### config.mk
export PLATFORM = sky130hd
export DESIGN_NAME = uart_rx
export DESIGN_NICKNAME = d
export VERILOG_FILES = /design/src/rtl/uart_pkg.sv /design/src/rtl/uart_sync2.sv /design/src/rtl/uart_rx.sv
export SDC_FILE = /design/constraint.sdc
export NUM_CORES = 1
export LEC_CHECK = 0
export ABC_CLOCK_PERIOD_IN_PS = 1600
export CELL_PAD_IN_SITES_DETAIL_PLACEMENT = 2
export CELL_PAD_IN_SITES_GLOBAL_PLACEMENT = 2
export CORE_ASPECT_RATIO = 0.6
export CORE_UTILIZATION = 34
export CTS_BUF_LIST = sky130_fd_sc_hd__clkbuf_8 sky130_fd_sc_hd__clkbuf_16
export DETAILED_ROUTE_END_ITERATION = 10
export GPL_ROUTABILITY_DRIVEN = 1
export MAX_ROUTING_LAYER = met4
export PLACE_DENSITY_LB_ADDON = 0.1
export SYNTH_ARGS = -nofsm -noshare
export SYNTH_HDL_FRONTEND = slang
export SYNTH_HIERARCHICAL = 1
export SYNTH_SLANG_ARGS = --single-unit
### constraint.sdc
create_clock -name clk -period 1.6 [get_ports clk]
set_input_delay 0.48 -clock clk [delete_from_list [all_inputs] [get_ports clk]]
set_output_delay 0.48 -clock clk [all_outputs]
set_load 0.05 [all_outputs]
### src/rtl/uart_pkg.sv
// Shared UART receiver types and frame-size constants.
package uart_pkg;

  // Receiver FSM states
  typedef enum logic {
    IDLE = 1'b0,
    RECV = 1'b1
  } rx_state_e;

  localparam int unsigned UART_DATA_BITS  = 8;
  localparam int unsigned UART_FRAME_BITS = 10;  // start + data + stop

endpackage : uart_pkg

### src/rtl/uart_sync2.sv
// Two-flop synchronizer for an asynchronous single-bit input.
// Both flops take RESET_VAL on reset so the idle level is seen from reset onward.
module uart_sync2 #(
  parameter logic RESET_VAL = 1'b1
) (
  input  logic i_clk,
  input  logic i_rst,
  input  logic i_d,
  output logic o_q
);

  logic r_meta;
  logic r_sync;

  // Two back-to-back flops resolve metastability before the signal fans out
  always_ff @(posedge i_clk or posedge i_rst) begin
    if (i_rst) begin
      r_meta <= RESET_VAL;
      r_sync <= RESET_VAL;
    end else begin
      r_meta <= i_d;
      r_sync <= r_meta;
    end
  end

  assign o_q = r_sync;

endmodule : uart_sync2

### src/rtl/uart_rx.sv
// UART receiver: 8N1 framing, mid-bit sampling, BAUD_CYCLES clocks per bit.
// Optional feature macro: UART_RX_FRAMING_CHECK_EN adds the framing_err output and
// rejects frames whose stop bit samples low.
module uart_rx
  import uart_pkg::*;
#(
  parameter int unsigned BAUD_CYCLES = 35
) (
  input  logic                      clk,
  input  logic                      rst,
  input  logic                      RX,
  input  logic                      clr_rdy,
  output logic [UART_DATA_BITS-1:0] rx_data,
`ifdef UART_RX_FRAMING_CHECK_EN
  output logic                      framing_err,
`endif
  output logic                      rdy
);

  localparam int unsigned CntW = (BAUD_CYCLES > 1) ? $clog2(BAUD_CYCLES) : 1;
  localparam logic [CntW-1:0] HalfLoad = CntW'(BAUD_CYCLES / 2);
  localparam logic [CntW-1:0] BitLoad  = CntW'(BAUD_CYCLES - 1);
  localparam logic [3:0]      LastBit  = 4'(UART_FRAME_BITS - 1);
`ifdef UART_RX_FRAMING_CHECK_EN
  localparam logic FramingCheck = 1'b1;
`else
  localparam logic FramingCheck = 1'b0;
`endif

  logic                    w_rx_s;
  rx_state_e               r_state;
  rx_state_e               w_state_next;
  logic [CntW-1:0]         r_baud;
  logic [3:0]              r_bit;
  logic [UART_DATA_BITS:0] r_shift;  // data bits plus stop bit in the MSB
  logic                    r_done;   // stop bit sampled last cycle
  logic                    w_start;
  logic                    w_tick;
  logic                    w_false_start;
  logic                    w_last;
  logic                    w_accept;
  logic                    w_clear;

  uart_sync2 #(
    .RESET_VAL (1'b1)
  ) u_sync_rx (
    .i_clk (clk),
    .i_rst (rst),
    .i_d   (RX),
    .o_q   (w_rx_s)
  );

  // Decode frame events from the current state and counters
  always_comb begin
    w_start       = (r_state == IDLE) && !w_rx_s;
    w_tick        = (r_state == RECV) && (r_baud == '0);
    w_false_start = w_tick && (r_bit == 4'd0) && w_rx_s;
    w_last        = w_tick && (r_bit == LastBit);
    // Without the framing check the stop bit is ignored and every frame is accepted
    w_accept      = r_done && (r_shift[UART_DATA_BITS] || !FramingCheck);
    w_clear       = clr_rdy || w_start;
  end

  // FSM state register
  always_ff @(posedge clk or posedge rst) begin
    if (rst) begin
      r_state <= IDLE;
    end else begin
      r_state <= w_state_next;
    end
  end

  // FSM next-state logic
  always_comb begin
    w_state_next = r_state;
    unique case (r_state)
      IDLE: if (w_start) w_state_next = RECV;
      RECV: if (w_false_start || w_last) w_state_next = IDLE;
      default: w_state_next = IDLE;
    endcase
  end

  // Baud/bit counters and sample shift register
  always_ff @(posedge clk or posedge rst) begin
    if (rst) begin
      r_baud  <= '0;
      r_bit   <= '0;
      r_shift <= '1;
      r_done  <= 1'b0;
    end else begin
      r_done <= w_last;
      if (w_start) begin
        r_baud <= HalfLoad;
        r_bit  <= '0;
      end else if (r_state == RECV) begin
        if (r_baud == '0) begin
          // Start bit is shifted in too; it falls off the LSB by the stop sample
          r_shift <= {w_rx_s, r_shift[UART_DATA_BITS:1]};
          r_bit   <= r_bit + 4'd1;
          r_baud  <= BitLoad;
        end else begin
          r_baud <= r_baud - 1'b1;
        end
      end
    end
  end

  // Output byte and ready flag; a set in the same cycle as a clear wins
  always_ff @(posedge clk or posedge rst) begin
    if (rst) begin
      rx_data <= '0;
      rdy     <= 1'b0;
    end else if (w_accept) begin
      rx_data <= r_shift[UART_DATA_BITS-1:0];
      rdy     <= 1'b1;
    end else if (w_clear) begin
      rdy <= 1'b0;
    end
  end

`ifdef UART_RX_FRAMING_CHECK_EN
  // Framing error flag, cleared like rdy
  always_ff @(posedge clk or posedge rst) begin
    if (rst) begin
      framing_err <= 1'b0;
    end else if (r_done && !r_shift[UART_DATA_BITS]) begin
      framing_err <= 1'b1;
    end else if (w_clear) begin
      framing_err <= 1'b0;
    end
  end
`endif

endmodule : uart_rx
Word-level counts from Yosys, hierarchy flattened. Index checks and enable logic that the tools add are counted.

Bits of input ports: 4. Word-level logic and storage cells: 40. Register bits: 32.

Add/sub/neg operators: 2. Mux-type cells: 11. Equality and inequality tests: 1. Reduce and logical (&&, ||, !) cells: 15. Bitwise operators: 2.

Operator list (count): $mux 6 (3); $mux 4 (3); $logic_not 6->1 (1); $reduce_bool 2->1 (3); $sub 6x1->6 const B (1); $logic_and 1x1->1 (5); $add 4x1->4 const B (1); $eq 4x4->1 const B (1); $logic_not 4->1 (1); $mux 1 (4); $reduce_and 3->1 (1); $logic_or 1x1->1 (2); $not 1->1 (2); $pmux 1 s2 (1); $reduce_and 2->1 (1); $logic_not 1->1 (1).

Longest topological paths before layout. Gate-level depths: netlist of the first run.

Depth after elaboration: 7. Mapped depth: 5.

Modules after synthesis. The synthesis of the first run kept the hierarchy.

Modules (own cells, without submodules): uart_rx (area each 1372.6 um2, times used 1, cells each 111); uart_sync2 (area each 56.3 um2, times used 1, cells each 3).

Worst setup path after synthesis of the first run. No wires, ideal clock.

Path kind: reg-to-reg. Start: register r_baud[3]. End: register r_bit[3]. Clock period less this slack: 1.550 ns. Cell stages (with the launch flop): 5. Setup time: 0.080 ns. Path slack: 0.050 ns. Data required time: 1.520 ns. Arrival time: 1.470 ns. Path buffers: 1. Path through: dfrtp_1 > or3_1 > buf_2 > or4_4 > o211ai_2.

Longest elaborated chain between the ends: 3.

Ends and longest elaborated chain: from (decl) (RTL line uart_rx.sv:33) `logic [CntW-1:0] r_baud;`; from (signal assigned) (RTL line uart_rx.sv:93) `r_baud <= HalfLoad;`; from (signal assigned) (RTL line uart_rx.sv:100) `r_baud <= BitLoad;`; from (signal assigned) (RTL line uart_rx.sv:102) `r_baud <= r_baud - 1'b1;`; $logic_not 6->1 (RTL line uart_rx.sv:96) `if (r_baud == '0) begin`; $reduce_bool 2->1 (no line); $reduce_and 2->1 (no line); to (signal assigned) (RTL line uart_rx.sv:99) `r_bit <= r_bit + 4'd1;`; to (decl) (RTL line uart_rx.sv:34) `logic [3:0] r_bit;`.

Every way passes these cells. A chain may end at the register's enable or synchronous reset.

Final worst setup path of the first run.
Start: register r_baud[1]. End: register r_shift[6].

Longest elaborated chain between the ends: 2.

Ends and longest elaborated chain: $logic_not 6->1 (RTL line uart_rx.sv:96); $reduce_and 3->1 (no line); to (signal assigned) (RTL line uart_rx.sv:98) `r_shift <= {w_rx_s, r_shift[UART_DATA_BITS:1]};`; to (decl) (RTL line uart_rx.sv:35) `logic [UART_DATA_BITS:0] r_shift;`.

Every way passes these cells.

==> key figures, run 1 <==
Outcome
  • Outcome: finished clean

STA
  • Setup TNS: 0 ns
  • Period utilisation layout: between 90% and 100%
  • Clock skew: between 0.005 and 0.006 ns
  • Minimum clock period: 1.54 ns
  • Least-Margin Pin Slew: 0.440 ns
  • Final Hold Fails: 0
  • RSZ-0062 raised after global routing: true
  • Hold slack: approximately 0.36 ns
  • Fmax: between 0.6 and 0.7 GHz
  • Slew headroom: a little over two thirds
  • Number of setup violations in the final report: 0
  • Max-slew violations: 0

Final layout
  • Share of layout cells above drive strength 1: about 41%
  • Commonest cells after routing, fill and taps aside: dfrtp_1, buf_12, dfstp_2, buf_4
  • Commonest non-fill, non-tap cell in the layout: dfrtp_1
  • Fin nets: 151
  • Cell area after layout: a little under 0.002 mm²
  • Antenna cells: 0
  • Area growth, synth to finish: 37.7%
  • Utilization after layout: 51.1%

Routing
  • Vias per Instance: ~4.9
  • Iter 0 DRT Violations: 16
  • First-pass DRT Iterations: 4
  • Drt drc: 0
  • WL per Instance: roughly 18 µm
  • Total number of vias: 983
  • Final WL: between 3 and 4 mm
  • Final ANT Viol Nets: 0

Floorplanning
  • Die Area: between 0.004 and 0.005 mm²
  • Starting Density: around 37%
  • Row cnt: 17
  • Die height: around 52 µm
  • Core area: ~0.0038 mm²
  • I/O pins: 13
  • Die W: roughly 86 µm

Placement
  • Placed standard-cell area: between 0.0015 and 0.002 mm²
  • Port bufs: 12
  • GPL Wtd Cong: 0.824
  • Post-DP HPWL: approximately 2.5 mm

Worst setup path
  • Worst path required time: ~1.8 ns
  • CP Cell Sequence: inv_2 > ha_4 > nand3b_1 > nor2_4 > buf_12 > mux2_1
  • CP max-delay cell: dfrtp_1
  • CP Class: reg2reg
  • Worst Setup End Kind: flop
  • Crit Path Max Fanout: 10
  • CP max stage delay: 0.39 ns
  • Startpoint Class: flop
  • WP data arrival: around 1.8 ns

Clock network
  • CTS tree: done
  • Total CTS buffers: 5
  • CTS clk-pin slew, worst paths: approximately 0.070 ns
  • Root buf cell: clkbuf_8
  • Clock Latency Late Sink: around 0.28 ns
  • Clock sink count: 32
  • Clock Path Buffers: 2
  • # H-tree levels: 2

Power and ir drop
  • VDD IR max: roughly 0.65 mV
  • Total power: around 0.0029 W
  • Switching pwr: 0.000929 W
  • Cell Int Power: roughly 0.0020 W
  • Clock power frac: between 20% and 30%
  • PD cells: about 1500 mW/mm²
  • Combinational Power Share: roughly a third
  • Leak: 0.882 nW
  • Switching Share: between 30% and 40%
  • Reg power frac: 38.6%

Synthesis
  • Sequential-to-total area share from yosys stat: between 50% and 60%
  • Mapped Nets: around 120
  • Synth unique cells: 37
  • Syn avg cell area: 12.5 µm²
  • YS warnings: 6
  • Mapped cell area: about 0.0014 mm²
  • Post-synthesis cell count: 114
  • #FFs+latches synth: 32

Global route
  • Largest net degree at the start of global routing: 31
  • Vias in the first global route: ~1100
  • Initial antenna violation count: 0
  • GRT overflow: 0
  • Gr usage total: 20.1%
  • First-pass GRT wire length: 6.15 mm

Min path
  • Hold WC Path Type: reg2reg

Run
  • Max-cap viol count: 0
==> final timing paths <==
| path | start | to | slack, ns | cells past startpoint |
|---|---|---|---|---|
| worst max-delay path | r_baud[1]$_DFFE_PP0P_ | r_shift[6]$_DFFE_PP1P_ | 0.06 | 6 |
| min in group asynchronous | rst | u_sync_rx/r_meta$_DFF_PP1_ | 0.55 | 2 |
| max in group asynchronous | rst | r_shift[2]$_DFFE_PP1P_ | 0.80 | 3 |
| worst min-delay path | u_sync_rx/r_meta$_DFF_PP1_ | u_sync_rx/o_q$_DFF_PP1_ | 0.36 | 0 |
| worst max register to register | r_baud[1]$_DFFE_PP0P_ | r_shift[6]$_DFFE_PP1P_ | 0.06 | 6 |
| worst min register to register | u_sync_rx/r_meta$_DFF_PP1_ | u_sync_rx/o_q$_DFF_PP1_ | 0.36 | 0 |
==> Yosys cell counts, drive strengths merged <==
| cell type | instances | share of area (%) |
|---|---|---|
| nor3 | 2 | 0.70 |
| o31ai | 1 | 0.53 |
| a21o | 1 | 0.53 |
| buf | 2 | 0.61 |
| o21bai | 1 | 0.53 |
| ha | 5 | 4.4 |
| or2 | 1 | 0.44 |
| or4 | 2 | 1.3 |
| nand2 | 4 | 1.1 |
| mux2i | 2 | 1.4 |
| nand4 | 1 | 0.44 |
| nor2b | 2 | 0.88 |
| dfrtp | 21 | 37 |
| or3 | 1 | 0.44 |
| mux2 | 17 | 13 |
| a31o | 1 | 0.61 |
| a31oi | 3 | 1.3 |
| o31a | 1 | 0.61 |
| nor2 | 2 | 1.1 |
| nor4bb | 1 | 0.70 |
| inv | 9 | 2.4 |
| o21ai | 9 | 3.2 |
| nand3b | 2 | 1.1 |
| nor4 | 1 | 0.44 |
| and3b | 1 | 0.61 |
| nand3 | 4 | 1.4 |
| a311oi | 1 | 0.61 |
| nand2b | 2 | 0.88 |
| dfstp | 11 | 20 |
| o211ai | 1 | 0.88 |
| clkbuf | 1 | 0.26 |
| and3 | 1 | 0.44 |
==> final cells by class <==
cell class	instances	area (µm²)
clock inverters	1	30.0
clock buffers	7	96.3
multi-input cells	70	596
fillers	376	1880
inverters	9	33.8
flip-flops and latches	32	815
well taps	57	71.3
repair buffers	24	325
==> critical path: cells and delay by family (launching register included) <==
kind | cells | cell delay (ns)
simple gates | 2 | 0.36
flops | 1 | 0.39
fa+ha+maj | 1 | 0.15
mux | 1 | 0.33
buf+inv | 2 | 0.23
==> routing by layer <==
| layer | GRT usage (%) | wire length, µm |
|---|---|---|
| met5 | - | 0 |
| met4 | 5.00 | 46 |
| met3 | 8.35 | 138 |
| met2 | 29.6 | 1640 |
| met1 | 25.9 | 1820 |
==> registers in the layout (all words and copies together), names as in the netlist <==
| signal | count |
|---|---|
| r_state | 1 |
| r_shift | 9 |
| r_done | 1 |
| rx_data | 8 |
| u_sync_rx/r_meta | 1 |
| r_bit | 4 |
| rdy | 1 |
| r_baud | 6 |
| u_sync_rx/o_q | 1 |
==> repair_timing <==
item | in CTS | in global routing
hold buffers | 0 | 0
setup endpoints to repair | 10 | 12
cloned | 0 | 0
buffers inserted | 1 | 0
resized for setup | 4 | 3
pin swaps | 3 | 1
==> power by group through the flow <==
stage | registers [W] | clock network (W) | logic [W]
3_3_place_gp | 0.00111 | 0 | 0.000767
5_1_grt | 0.00114 | 0.000907 | 0.00102
2_1_floorplan | 0.00110 | 0 | 0.000448
3_5_place_dp | 0.00112 | 0 | 0.000849
6_report | 0.00112 | 0.000850 | 0.000933
4_1_cts | 0.00112 | 0.000871 | 0.000936
==> kinds of logic after synthesis <==
logic type / share of synthesized area (%)
DFF: 57.0
and+or+nand+nor: 11.8
AOI/OAI and AO/OA: 8.76
muxes: 14.8
buffers and inverters: 3.24
adders and majority gates: 4.38
==> stage by stage <==
stage,setup slack (ns),cells
4_1_cts,0.00140,200
5_1_grt,0.000200,200
3_3_place_gp,-0.000346,191
6_report,0.0618,200
3_5_place_dp,-0.104,191
2_1_floorplan,0.0495,114
Power figures use the tool's default switching activity.
==> inputs of run 2 (changes only) <==
--- a/config.mk
+++ b/config.mk
@@ -15,6 +15,7 @@
 export GPL_ROUTABILITY_DRIVEN = 1
 export MAX_ROUTING_LAYER = met4
 export PLACE_DENSITY_LB_ADDON = 0.1
+export SLEW_MARGIN = 5
 export SYNTH_ARGS = -nofsm -noshare
 export SYNTH_HDL_FRONTEND = slang
 export SYNTH_HIERARCHICAL = 1
==> results of run 2 <==
No change in the layout: final DEF, timing and power equal those of run 1.
